[src/rtl/usb_sie_pkg.sv]
// usb_sie_pkg: shared types and constants for the USB serial interface engine
package usb_sie_pkg;
  typedef enum logic [2:0] {S_IDLE, S_SYNC, S_PID, S_DATA, S_CRC, S_EOP, S_GAP} state_t;
  localparam logic [3:0] PID_ACK = 4'h2;
  localparam logic [3:0] PID_DATA0 = 4'h3;
  localparam logic [3:0] PID_DATA1 = 4'hB;
  localparam logic [7:0] SYNC_PAT = 8'h80;
  localparam int CRC_W = 16;
  localparam logic [CRC_W-1:0] CRC_POLY = 16'h8005;
  localparam logic [CRC_W-1:0] CRC_INIT = 16'hFFFF;
  function automatic logic [CRC_W-1:0] crc16_step(input logic [CRC_W-1:0] c, input logic d);
    return {c[CRC_W-2:0], 1'b0} ^ ((c[CRC_W-1] ^ d) ? CRC_POLY : '0);
  endfunction
endpackage

[src/rtl/usb_crc16_serial.sv]
// usb_crc16_serial: bit-serial USB CRC16 register, one payload bit per enabled cycle
module usb_crc16_serial
  import usb_sie_pkg::*;
(
  input  logic             clk,
  input  logic             rst,
  input  logic             init,
  input  logic             en,
  input  logic             din,
  output logic [CRC_W-1:0] crc
);
  always_ff @(posedge clk or negedge rst)
    if (!rst) crc <= CRC_INIT;
    else if (init) crc <= CRC_INIT;
    else if (en) crc <= crc16_step(crc, din);
endmodule

[src/rtl/usb_tx_sequencer.sv]
// usb_tx_sequencer: serialises SYNC, PID, payload, CRC16 and EOP for the USB transmit path
module usb_tx_sequencer
  import usb_sie_pkg::*;
#(
  parameter int MAX_BYTES = 64,
  parameter int EOP_BITS  = 2,
  parameter int IDLE_GAP  = 3,
  localparam int CW = $clog2(MAX_BYTES + 1)
) (
  input  logic          clk,
  input  logic          rst,
  input  logic          tx_start,
  input  logic [3:0]    tx_pid,
  input  logic [CW-1:0] tx_len,
  input  logic [7:0]    tx_data,
  input  logic          tx_data_valid,
  output logic          tx_data_ready,
  input  logic          stuff_stall,
  output logic          ser_bit,
  output logic          ser_valid,
  output logic          se0,
  output logic          en_bitstuff,
  output logic          en_nrziencoder,
  output logic          busy,
  output logic          done,
  output logic          tx_err
);
  state_t st, nx;
  logic [3:0] cnt, lim, pid;
  logic [CW-1:0] rem;
  logic [7:0] sh, pid_byte;
  logic [CRC_W-1:0] crc, crc_nx, crc_src;
  logic [2:0] idx;
  logic hold, last, slot, has_crc, crc_bit, bit_nx;

  assign hold = stuff_stall && st != S_IDLE && st != S_GAP;
  assign lim = st == S_CRC ? 4'd15 : st == S_EOP ? 4'(EOP_BITS - 1) :
               st == S_GAP ? 4'(IDLE_GAP - 1) : 4'd7;
  assign last = cnt == lim;
  assign slot = (st == S_PID || st == S_DATA) && last && rem != '0;
  assign tx_data_ready = slot & tx_data_valid & ~stuff_stall;
  assign has_crc = pid[1:0] == PID_DATA0[1:0];
  assign pid_byte = {~pid, pid};

  // Leaving PID or a byte: load the next byte, fall into CRC, or abort to EOP on underrun
  assign nx = hold ? st :
              st == S_IDLE ? (tx_start ? S_SYNC : S_IDLE) :
              !last ? st :
              st == S_SYNC ? S_PID :
              (st == S_PID || st == S_DATA) ?
                (rem != '0 ? (tx_data_valid ? S_DATA : S_EOP) : has_crc ? S_CRC : S_EOP) :
              st == S_CRC ? S_EOP :
              st == S_EOP ? S_GAP : S_IDLE;

  usb_crc16_serial u_crc (
    .clk  (clk),
    .rst  (rst),
    .init (st == S_SYNC),
    .en   (st == S_DATA && !stuff_stall),
    .din  (ser_bit),
    .crc  (crc)
  );

  // The final payload bit is folded in on the same edge the first CRC bit is registered
  assign crc_nx = crc16_step(crc, ser_bit);
  assign crc_src = st == S_DATA ? crc_nx : crc;
  assign crc_bit = st == S_CRC ? ~crc[4'd14 - cnt] : ~crc_src[CRC_W-1];
  assign idx = (nx == st && !last) ? cnt[2:0] + 3'd1 : 3'd0;
  assign bit_nx = nx == S_SYNC ? SYNC_PAT[idx] :
                  nx == S_PID  ? pid_byte[idx] :
                  nx == S_DATA ? (idx == 3'd0 ? tx_data[0] : sh[idx]) :
                  nx == S_CRC  ? crc_bit : 1'b0;

  always_ff @(posedge clk or negedge rst)
    if (!rst) begin
      st             <= S_IDLE;
      cnt            <= '0;
      pid            <= '0;
      rem            <= '0;
      sh             <= '0;
      ser_bit        <= 1'b0;
      ser_valid      <= 1'b0;
      se0            <= 1'b0;
      en_bitstuff    <= 1'b0;
      en_nrziencoder <= 1'b0;
      busy           <= 1'b0;
      done           <= 1'b0;
      tx_err         <= 1'b0;
    end else begin
      done   <= st == S_GAP && last;
      tx_err <= slot & ~tx_data_valid & ~stuff_stall;
      if (!hold) begin
        st             <= nx;
        cnt            <= (nx != st || last || st == S_IDLE) ? 4'd0 : cnt + 4'd1;
        ser_bit        <= bit_nx;
        ser_valid      <= nx inside {S_SYNC, S_PID, S_DATA, S_CRC};
        en_nrziencoder <= nx inside {S_SYNC, S_PID, S_DATA, S_CRC};
        en_bitstuff    <= nx inside {S_PID, S_DATA, S_CRC};
        se0            <= nx == S_EOP;
        busy           <= nx != S_IDLE;
        if (st == S_IDLE) begin
          pid <= tx_pid;
          rem <= tx_len > CW'(MAX_BYTES) ? CW'(MAX_BYTES) : tx_len;
        end
        if (tx_data_ready) begin
          sh  <= tx_data;
          rem <= rem - 1'b1;
        end
      end
    end
endmodule
[config.mk]
export PLATFORM = sky130hd
export DESIGN_NAME = usb_tx_sequencer
export DESIGN_NICKNAME = d
export VERILOG_FILES = /design/src/rtl/usb_sie_pkg.sv /design/src/rtl/usb_crc16_serial.sv /design/src/rtl/usb_tx_sequencer.sv
export SDC_FILE = /design/constraint.sdc
export NUM_CORES = 1
export LEC_CHECK = 0
export ABC_AREA = 1
export CAP_MARGIN = 30
export CELL_PAD_IN_SITES_DETAIL_PLACEMENT = 0
export CELL_PAD_IN_SITES_GLOBAL_PLACEMENT = 1
export CORE_AREA = 2 2 66 116
export DETAILED_ROUTE_END_ITERATION = 8
export DIE_AREA = 0 0 68 118
export PLACE_DENSITY_LB_ADDON = 0.1
export SLEW_MARGIN = 0
export SYNTH_ARGS = -nofsm -noshare
export SYNTH_HDL_FRONTEND = slang
export SYNTH_SLANG_ARGS = --single-unit
[constraint.sdc]
create_clock -name clk -period 3.4 [get_ports clk]
set_clock_uncertainty 0.15 [all_clocks]
set_input_delay 0.68 -clock clk [delete_from_list [all_inputs] [get_ports clk]]
set_output_delay 0.68 -clock clk [all_outputs]
set_load 0.1 [all_outputs]
# == After elaboration in Yosys (flattened, before gate mapping) ==
# Memories as Yosys holds them, arrays and structs flattened.
# Index checks and enable logic that the tools add are counted.
# Widths: inputs -> output; s select.
# totals
regBits,49
romBits,8
mem_count,1
# classes
n_addsub,4
n_lt_le_gt_ge,3
eq_ne,16
muxes,36
bitwise_logic,12
n_reduce_logical,24
# mem_list
name,depth,width,read_ports,rd_ports_with_merged_regs,write_ports,line,text
(name not given),8,1,1,0,0,usb_tx_sequencer.sv:69,assign bit_nx = nx == S_SYNC ? SYNC_PAT[idx] :
# op_table
op,count
$mux 16,4
$mux 3,12
$mux 7,3
$xor 16x16->16,1
$eq 3x3->1 const B,5
$eq 3x2->1 const B,4
$mux 1,12
$reduce_bool 3->1,3
$mux 4,2
$gt 7x7->1 const B,1
$logic_and 1x1->1,7
$reduce_bool 7->1,1
$sub 7x1->7 const B,1
$bmux 1 s3,2
$eq 3x1->1 const B,2
$logic_not 3->1,2
$reduce_and 2->1,3
$lt 4x5->1 const B,1
$not 1->1,5
$add 4x1->4 const B,1
$and 1x1->1,4
$bmux 1 s4,1
$eq 4x4->1,1
$lt 3x4->1 const B,1
other kinds (12),16

# == Longest topological paths before layout ==
# Gate-level depths: netlist (run 1).
# logic_depth
word_depth,17
depth_mapped,20

# == By module ==
# From an unflattened synthesis (run 1), not the netlist that was laid out.
# unflattened
cells_unflattened,359
hier_area_um2,2876.5
# by_module_without_submodules
mod,n_inst,cells_each,area_per_inst_um2,seq_area_each_um2
usb_tx_sequencer,1,291,2128.3,800.8
usb_crc16_serial,1,68,748.2,420.4

# == Worst setup path before layout (run 1) ==
# Ideal clock, no wire load.
# synth_timing
kind,register -> output
from,register st[0]
to,output port tx_data_ready
arrival_ns,2.359
required_ns,2.570
setup_slack_ns,0.211
stages_incl_launch_ff,12
n_path_buf,2
path_cell_list,dfrtp_1 -> buf_6 -> nor2_2 -> nand2_2 -> nand2_1 -> nand2_1 -> nor2_2 -> nand2_2 -> inv_2 -> nand2_1 -> nor3_4 -> clkbuf_1
# synth_between
elab_chain_len,9
word_cells_on_any_way,14
cone_classes,6 x eq/ne; 3 x mux; 2 x bitwise; 3 x reduce/logical
# synth_rtl
element,line,text
start: declaration,usb_tx_sequencer.sv:28,"state_t st, nx;"
start signal: assignment,usb_tx_sequencer.sv:93,st <= nx;
$eq 3x3->1,usb_tx_sequencer.sv:38,st == S_GAP ? 4'(IDLE_GAP - 1) : 4'd7;
$mux 3,usb_tx_sequencer.sv:38,
$mux 3,usb_tx_sequencer.sv:37,assign lim = st == S_CRC ? 4'd15 : st == S_EOP ? 4'(EOP_BITS - 1) :
$mux 4,usb_tx_sequencer.sv:37,
$eq 4x4->1,usb_tx_sequencer.sv:39,assign last = cnt == lim;
$logic_and 1x1->1 (*) (2 in a row),usb_tx_sequencer.sv:40,assign slot = (st == S_PID || st == S_DATA) && last && rem != '0;
$and 1x1->1 (*) (2 in a row),usb_tx_sequencer.sv:41,assign tx_data_ready = slot & tx_data_valid & ~stuff_stall;
end: declaration,usb_tx_sequencer.sv:17,"output logic tx_data_ready,"
# Every way passes the cells marked *; elsewhere a longest branch is shown, timed or not.

# == Worst setup path after layout (run 1) ==
# Ends and elaborated chain as after synthesis.

==> results_dict.tcl, run 1 <==
set metrics [dict create \
    drive_above_1_share 0.209 \
    cp_data_required_time_ns 2.57 \
    drt_wl_total_mm 7.09 \
    postSynth.topFlopCell "dfrtp_1" \
    syn-instance-count 344 \
    drt_first_iter_violations 87 \
    gr-usage-all-layers 0.191 \
    rsz0062_at_grt "false" \
    holdWs_ns 0.187 \
    root_buffer "clkbuf_16" \
    global_route_wire_length_before_repair_mm 11.5 \
    synth_top_family_by_area "simple AND/OR/NAND/NOR gates" \
    yosysUniqueCellTypes 41 \
    area.growth.synth_to_final_pct 22.1 \
    ant_nets 0 \
    final_period_minus_worst_setup_slack_ns 3.12 \
    num_vias 2424 \
    async_flop_share 1.00 \
    postSynthAreaPerCell_um2 8.06 \
    cts_buffers 5 \
    cts-root-to-sink-buffers 2 \
    vias_in_the_first_global_route 2427 \
    final-max-slew-violation-count 0 \
    ctsHtreeMaxLevel 2 \
    synth_compound_gate_area_share 0.164 \
    clk-insertion-delay-late_ns 0.30 \
    finalSetupTns_ns 0 \
    synth_edf_count 0 \
    p_leak_nw 1.61 \
    synthesis.nets 370 \
    clk_pin_slew_ns 0.07 \
    period_utilization 0.917 \
    pwr_density_cell_nw_per_um2 695 \
    detailed_place.area_um2 3190 \
    rows 41 \
    maxCapViolations 0 \
    hold_path.class "primary input to asynchronous set/reset pin" \
    startpoint_type "register" \
    ys.warnings.count 0 \
    post_drt_via_cell_ratio 5.17 \
    crit_type "register to output pin" \
    cts.sinks 48 \
    most_common_cell_after_layout_fill_and_taps_aside "nand2_1" \
    crit_path_max_fanout 8 \
    floorplan.initialDensity 0.392 \
    maxClockFrequency_ghz 0.321 \
    final_util 0.478 \
    core_region_area_um2 7080 \
    hpwl_mm 5.57 \
    tightest_slew_ns 0.531 \
    r2r.worst_path.cells 20 \
    layout_common_cells "79 x nand2_1, 39 x inv_1, 31 x dfrtp_1" \
    tritoncts "done" \
    finish.instance_area_um2 3390 \
    cts_hold_buf 0 \
    pin_count_of_the_biggest_net_entering_global_routing 26 \
    finalHoldViolCount 0 \
    result_of_the_run "complete, no violations" \
    critPathArrivalTime_ns 2.29 \
    worst_slew_margin_relative_to_its_limit 0.645 \
    chipHeight_um 118 \
    overflow 0 \
    detailedRoute.firstPassIterationCount 6 \
    top_level_ports 33 \
    die-width_um 68 \
    routabilityCongestion 0.821 \
    filler_cell_count 729 \
    worstSetupEndpointType "output pin" \
    die_outline_area_um2 8020 \
    fraction_of_synthesized_area_in_multiplexers 0 \
    numPortBuffers 32 \
    post_synth_instance_area_um2 2770 \
    max-vdd-ir-drop_v 0.000265 \
    post-route-drc-count 0 \
    detail_route.wl_per_cell_um 15.1 \
    ys_seq_area_frac 0.440 \
    finalSetupViolations 0 \
    synth.ff_latch_count 48 \
    synth_xor_area_frac 0.0126 \
    yosys.area_share.adder 0.00903 \
    initial_antenna_violation_count 0 \
    fin_nets 408 \
    synthSimpleGateAreaFrac 0.277 \
    insertedDiodeCount 0 \
]
-- per-layer routing --
layer / GRT usage / wire length [um] / vias to the layer above
li1: - / - / 1225
met4: 0.0788 / 190 / 0
met2: 0.357 / 4120 / 51
met1: 0.195 / 2570 / 1135
met3: 0.0335 / 207 / 13
met5: 0 / 0 / -
-- state kept, by name (all words and copies together) (netlist names) --
| signal | cells |
|---|---|
| busy | 1 |
| cnt | 4 |
| done | 1 |
| en_bitstuff | 1 |
| en_nrziencoder | 1 |
| pid | 4 |
| rem | 7 |
| se0 | 1 |
| ser_bit | 1 |
| sh | 7 |
| st | 3 |
| tx_err | 1 |
| u_crc.crc | 16 |
-- final cells by class --
class / count / area, um2 / share of cell area
Clock buffer: 5 / 125 / 0.0370
Clock inverter: 3 / 42.5 / 0.0126
Inverter: 52 / 201 / 0.0595
Multi-Input combinational cell: 233 / 1280 / 0.378
Sequential cell: 48 / 1220 / 0.361
Tap cell: 86 / 108 / 0.0318
Timing Repair Buffer: 42 / 405 / 0.120
-- cells by family after synthesis --
logic type / after synthesis
buffers and inverters: 63
xor gates and xnor gates: 4
DFF: 48
and+or+nand+nor: 153
adders and majority gates: 2
AOI/OAI and AO/OA: 74
-- cells in the mapped netlist, drive strengths merged (2+ instances only) --
| library cell | n | area [um2] |
|---|---|---|
| nand4 | 11 | 68.8 |
| ha | 2 | 25.0 |
| o22ai | 3 | 18.8 |
| xor2 | 3 | 26.3 |
| nand3 | 28 | 205 |
| nor2 | 24 | 115 |
| dfrtp | 32 | 801 |
| nor3 | 5 | 36.3 |
| a21oi | 17 | 92.6 |
| dfstp | 16 | 420 |
| a22oi | 15 | 113 |
| nand2 | 83 | 322 |
| inv | 51 | 196 |
| o21ai | 28 | 148 |
| a31oi | 4 | 25.0 |
| clkbuf | 6 | 22.5 |
| buf | 5 | 46.3 |
-- worst max-delay path, stage by stage, from the launching register on --
cell and delay [ns]:
dfrtp_1 0.51, nor2_2 0.25, nand2_2 0.12, nand2_1 0.09
nand2_1 0.07, nor2_2 0.14, nand2_2 0.07, inv_2 0.07
nand2_1 0.10, nor3_4 0.23, buf_12 0.15, buf_12 0.17
-- stage by stage --
stage | instances | setup WS [ns] | power, mW
3_3_place_gp | 458 | 0.375 | 1.80
6_report | 469 | 0.284 | 2.35
3_5_place_dp | 459 | 0.431 | 1.80
5_1_grt | 469 | 0.164 | 2.52
2_1_floorplan | 344 | 0.211 | 1.55
4_1_cts | 467 | 0.0967 | 2.38
-- where the power goes --
group / internal (mW) / switching (mW) / leakage [nW] / total, mW
Sequential: 0.669 / 0.0826 / 0.575 / 0.751
Clock: 0.346 / 0.226 / 0.0814 / 0.573
Combinational: 0.307 / 0.720 / 0.953 / 1.03
-- path summary, 6_finish.rpt --
| path | slack, ns | start | end |
|---|---|---|---|
| min in group clk | 0.31 | rem[0]$_DFFE_PN0P_ | rem[0]$_DFFE_PN0P_ |
| max in group asynchronous | 2.19 | rst | u_crc.crc[7]$_DFFE_PN1P_ |
| worst min-delay path | 0.19 | rst | done$_DFF_PN0_ |
| worst max-delay path | 0.28 | st[0]$_DFFE_PN0N_ | tx_data_ready |
| worst min register to register | 0.31 | rem[0]$_DFFE_PN0P_ | rem[0]$_DFFE_PN0P_ |
| worst max register to register | 0.58 | st[0]$_DFFE_PN0N_ | ser_bit$_DFFE_PN0N_ |
-- what timing repair did --
item                       in CTS  in global routing
setup endpoints to repair       0                  1
buffers inserted                0                  2
gates resized for setup         0                  1
(Power assumes the default switching activity.)
==> run 2, diff against run 1 <==
--- a/config.mk
+++ b/config.mk
@@ -13,6 +13,7 @@
 export DETAILED_ROUTE_END_ITERATION = 8
 export DIE_AREA = 0 0 68 118
 export PLACE_DENSITY_LB_ADDON = 0.1
+export SETUP_SLACK_MARGIN = 0.2
 export SLEW_MARGIN = 0
 export SYNTH_ARGS = -nofsm -noshare
 export SYNTH_HDL_FRONTEND = slang
==> results_dict.tcl, run 2 (synthesis results as in run 1) <==
set metrics [dict create \
    cts.sinks 48 \
    numPortBuffers 32 \
    area.growth.synth_to_final_pct 22.2 \
    p_leak_nw 1.61 \
    maxClockFrequency_ghz 0.326 \
    pin_count_of_the_biggest_net_entering_global_routing 26 \
    r2r_end "ser_bit$_DFFE_PN0N_" \
    fin_total_pwr_mw 2.35 \
    die_outline_area_um2 8020 \
    max_reg_flops 16 \
    worstSetupEndpointType "output pin" \
    r2r.worst_path.cells 19 \
    fin_nets 408 \
    worst_slew_margin_relative_to_its_limit 0.646 \
    die-width_um 68 \
    layout_common_cells "79 x nand2_1, 39 x inv_1, 29 x dfrtp_1" \
    period_utilization 0.901 \
    cts-root-to-sink-buffers 2 \
    final-instance-count-excl-fill 469 \
    startpoint_type "register" \
    insertedDiodeCount 0 \
    top_register "u_crc.crc" \
    final-max-slew-violation-count 0 \
    startpoint "st[0]$_DFFE_PN0N_" \
    cts_buffers 5 \
    floorplan.initialDensity 0.392 \
    top_level_ports 33 \
    path_delay_family "simple AND/OR/NAND/NOR gates" \
    overflow 0 \
    result_of_the_run "complete, no violations" \
    worst-r2r-setup-slack_ns 0.65 \
    timing.critical_path.to "tx_data_ready" \
    crit_buf_inv 3 \
    post-route-drc-count 0 \
    critical-path-slowest-cell "dfrtp_2" \
    initial_antenna_violation_count 0 \
    root_buffer "clkbuf_16" \
    cp_data_required_time_ns 2.57 \
    holdWs_ns 0.186 \
    drive_above_1_share 0.214 \
    final_util 0.479 \
    routabilityCongestion 0.821 \
    crit_path_max_fanout 8 \
    dp.cells 459 \
    final_period_minus_worst_setup_slack_ns 3.06 \
    hold_path.class "primary input to asynchronous set/reset pin" \
    clk_pin_slew_ns 0.07 \
    chipHeight_um 118 \
    most_common_cell_after_layout_fill_and_taps_aside "nand2_1" \
    post_drt_via_cell_ratio 5.15 \
    max_stage_delay_ns 0.49 \
    clk-insertion-delay-late_ns 0.30 \
    ant_nets 0 \
    finalSetupTns_ns 0 \
    drt_first_iter_violations 89 \
    maxCapViolations 0 \
    max-vdd-ir-drop_v 0.000265 \
    detail_route.wl_per_cell_um 15.3 \
    core_region_area_um2 7080 \
    detailedRoute.firstPassIterationCount 6 \
    critPathArrivalTime_ns 2.23 \
    global_route_wire_length_before_repair_mm 11.6 \
    ctsHtreeMaxLevel 2 \
    hpwl_mm 5.57 \
    tightest_slew_ns 0.530 \
    reg_top3 "u_crc.crc x16, rem x7, sh x7" \
    rows 41 \
    vias_in_the_first_global_route 2432 \
    finalHoldViolCount 0 \
    num_vias 2414 \
    drt_wl_total_mm 7.19 \
    timing.critical_path.mode_cell "nand2_1" \
    pwr_density_cell_nw_per_um2 695 \
    gr-usage-all-layers 0.194 \
    crit_type "register to output pin" \
    tritoncts "done" \
    reg2reg_from "st[0]$_DFFE_PN0N_" \
    rsz0062_at_grt "false" \
    timing.critical_path.depth 11 \
    path_cells "nor2_2, nand2_2, nand2_1, nand2_1, nor2_2, nand2_2, inv_2, nand2_1, nor3_4, buf_12, buf_12" \
    finalSetupViolations 0 \
]
## run 2: cell counts in the layout (fill, tap and decap cells not counted)
Identical to the previous run, type by type.
## run 2: per-layer routing
metal | global-route usage | routed length [um] | up-vias | part of all wire
met5 | 0 | 0 | - | 0
met1 | 0.197 | 2600 | 1130 | 0.36
li1 | - | - | 1224 | -
met4 | 0.0788 | 211 | 0 | 0.029
met2 | 0.365 | 4200 | 45 | 0.58
met3 | 0.0335 | 182 | 15 | 0.025
## run 2: worst min path at each step
| stage | cells past startpoint | end | slack, ns | from |
|---|---|---|---|---|
| after floorplan | 0 | busy$_DFFE_PN0N_ | 0.23 | rst |
| after global placement | 1 | rem[0]$_DFFE_PN0P_ | 0.29 | rem[0]$_DFFE_PN0P_ |
| after CTS | 1 | done$_DFF_PN0_ | 0.21 | rst |
| after global routing | 1 | done$_DFF_PN0_ | 0.23 | rst |
| final | 1 | done$_DFF_PN0_ | 0.19 | rst |
| after detailed placement | 1 | rem[0]$_DFFE_PN0P_ | 0.30 | rem[0]$_DFFE_PN0P_ |
## run 2: timing repair
| action | 4_1_cts | 5_1_grt |
|---|---|---|
| pin swaps | 1 | 0 |
| setup buffers | 2 | 0 |
| hold buffers | 0 | 0 |
| resized for setup | 1 | 2 |
| setup endpoints to repair | 1 | 1 |
## run 2: power by group
part / internal, mW / total [mW] / leakage [nW] / switching [mW]
Sequential: 0.670 / 0.753 / 0.572 / 0.0825
Combinational: 0.308 / 1.03 / 0.953 / 0.720
Clock: 0.346 / 0.574 / 0.0814 / 0.228
## run 2: cell type report
cell class | count | area [um2]
clock inverter | 3 | 42.5
tap | 86 | 108
inverter | 52 | 201
clock buffer | 5 | 125
multi-input combinational | 233 | 1280
timing repair buffer | 42 | 405
fill | 731 | 3690
sequential | 48 | 1220
## run 2: through the flow
| step | area, um2 | setup WS, ns |
|---|---|---|
| detailed placement | 3190 | 0.431 |
| finish | 3390 | 0.336 |
| floorplan | 2770 | 0.211 |
| global route | 3390 | 0.220 |
| CTS | 3390 | 0.284 |
| global placement | 3170 | 0.375 |
==> run 3, diff against run 2 <==
--- a/config.mk
+++ b/config.mk
@@ -6,7 +6,6 @@
 export NUM_CORES = 1
 export LEC_CHECK = 0
 export ABC_AREA = 1
-export CAP_MARGIN = 30
 export CELL_PAD_IN_SITES_DETAIL_PLACEMENT = 0
 export CELL_PAD_IN_SITES_GLOBAL_PLACEMENT = 1
 export CORE_AREA = 2 2 66 116
==> results_dict.tcl, run 3 (synthesis results as in run 1) <==
set metrics [dict create \
    result_of_the_run "complete, no violations" \
    reg_top3 "u_crc.crc x16, rem x7, sh x7" \
    clk_pin_slew_ns 0.07 \
    place_ws_ns 0.428 \
    routabilityCongestion 0.821 \
    hold_path.class "register to register" \
    die_outline_area_um2 8020 \
    cts_buffers 5 \
    detail_route.wl_per_cell_um 15.4 \
    critPathArrivalTime_ns 2.20 \
    clk-insertion-delay-late_ns 0.29 \
    final-instance-count-excl-fill 468 \
    vias_in_the_first_global_route 2491 \
    num_vias 2449 \
    finalSetupTns_ns 0 \
    cts.sinks 48 \
    maxClockFrequency_ghz 0.330 \
    pwr_density_cell_nw_per_um2 695 \
    gr-usage-all-layers 0.195 \
    top_level_ports 33 \
    p_leak_nw 1.60 \
    pin_count_of_the_biggest_net_entering_global_routing 45 \
    detailedRoute.firstPassIterationCount 4 \
    drt_first_iter_violations 74 \
    layout_common_cells "79 x nand2_1, 39 x inv_1, 30 x dfrtp_1" \
    chipHeight_um 118 \
    detailed_place.area_um2 3170 \
    max_stage_delay_ns 0.53 \
    timing.critical_path.depth 11 \
    die-width_um 68 \
    drive_above_1_share 0.212 \
    finalSetupViolations 0 \
    finish.instance_area_um2 3370 \
    maxCapViolations 0 \
    rows 41 \
    final_period_minus_worst_setup_slack_ns 3.03 \
    critical-path-slowest-cell "dfrtp_1" \
    drt_wl_total_mm 7.22 \
    final-max-slew-violation-count 0 \
    tritoncts "done" \
    worst-r2r-setup-slack_ns 0.67 \
    fin_nets 407 \
    area.growth.synth_to_final_pct 21.6 \
    hpwl_mm 5.49 \
    cp_data_required_time_ns 2.57 \
    floorplan.initialDensity 0.392 \
    tightest_slew_ns 1.02 \
    period_utilization 0.891 \
    worst_hold_path.num_cells 1 \
    numPortBuffers 32 \
    path_cells "nor2_4, nand2_2, nand2_1, nand2_1, nor2_2, nand2_2, inv_2, nand2_1, nor3_4, buf_12, buf_12" \
    rsz0062_at_grt "false" \
    crit_buf_inv 3 \
    worst_slew_margin_relative_to_its_limit 0.323 \
    global_route_wire_length_before_repair_mm 11.7 \
    r2r.worst_path.cells 19 \
    top_register "u_crc.crc" \
    post_drt_via_cell_ratio 5.23 \
    ant_nets 0 \
    initial_antenna_violation_count 0 \
    max_reg_flops 16 \
    max-vdd-ir-drop_v 0.000277 \
    worst_slack_ns 0.372 \
    fin_total_pwr_mw 2.34 \
    most_common_cell_after_layout_fill_and_taps_aside "nand2_1" \
    path_delay_family "simple AND/OR/NAND/NOR gates" \
    startpoint_type "register" \
    insertedDiodeCount 0 \
    crit_path_max_fanout 6 \
    cts-root-to-sink-buffers 2 \
    dp.cells 458 \
    root_buffer "clkbuf_16" \
    overflow 0 \
    finalHoldViolCount 0 \
    crit_type "register to output pin" \
    timing.critical_path.mode_cell "nand2_1" \
    ctsHtreeMaxLevel 2 \
    worstSetupEndpointType "output pin" \
    core_region_area_um2 7080 \
    post-route-drc-count 0 \
]
[run 3: cell types whose count changed in the layout (fill, tap and decap cells not counted), sizes merged]
cell	change
buf	-1
bufinv	-1
clkbuf	+1
clkinv	-2
clkinvlp	+1
inv	+1
[run 3: cell type report]
cell class | count | area (um2)
well taps | 86 | 108
fillers | 717 | 3710
repair buffers | 41 | 385
multi-input cells | 233 | 1290
flip-flops and latches | 48 | 1220
clock inverters | 2 | 16.3
inverters | 52 | 201
clock buffers | 6 | 150
[run 3: path summary, 6_finish.rpt]
kind	end	startpoint
worst max register to register	ser_bit$_DFFE_PN0N_	st[1]$_DFFE_PN0N_
max in group asynchronous	u_crc.crc[7]$_DFFE_PN1P_	rst
min in group asynchronous	done$_DFF_PN0_	rst
worst max-delay path	tx_data_ready	st[1]$_DFFE_PN0N_
worst min register to register	rem[0]$_DFFE_PN0P_	rem[0]$_DFFE_PN0P_
worst min-delay path	rem[0]$_DFFE_PN0P_	rem[0]$_DFFE_PN0P_
[run 3: what timing repair did]
action / 4_1_cts / 5_1_grt
buffers inserted: 2 / 0
gates resized for setup: 0 / 3
endpoints found under the setup margin: 1 / 1
pin swaps: 1 / 0
hold buffers: 0 / 0
[run 3: stage by stage]
stage           util  hold WS (ns)
2_1_floorplan      -         0.234
3_3_place_gp   0.448         0.294
3_5_place_dp   0.448         0.298
4_1_cts        0.475         0.311
5_1_grt        0.476         0.333
6_report       0.476         0.306
[run 3: report_power, final]
group / switching [mW] / internal [mW]
clock network: 0.230 / 0.320
registers: 0.0869 / 0.670
logic: 0.727 / 0.308
total: 1.04 / 1.30
[run 3: per-layer routing]
| layer | vias up | track usage | wire (um) |
|---|---|---|---|
| li1 | 1230 | - | - |
| met1 | 1144 | 0.193 | 2560 |
| met2 | 55 | 0.360 | 4120 |
| met3 | 20 | 0.0325 | 216 |
| met4 | 0 | 0.106 | 311 |
| met5 | - | 0 | 0 |
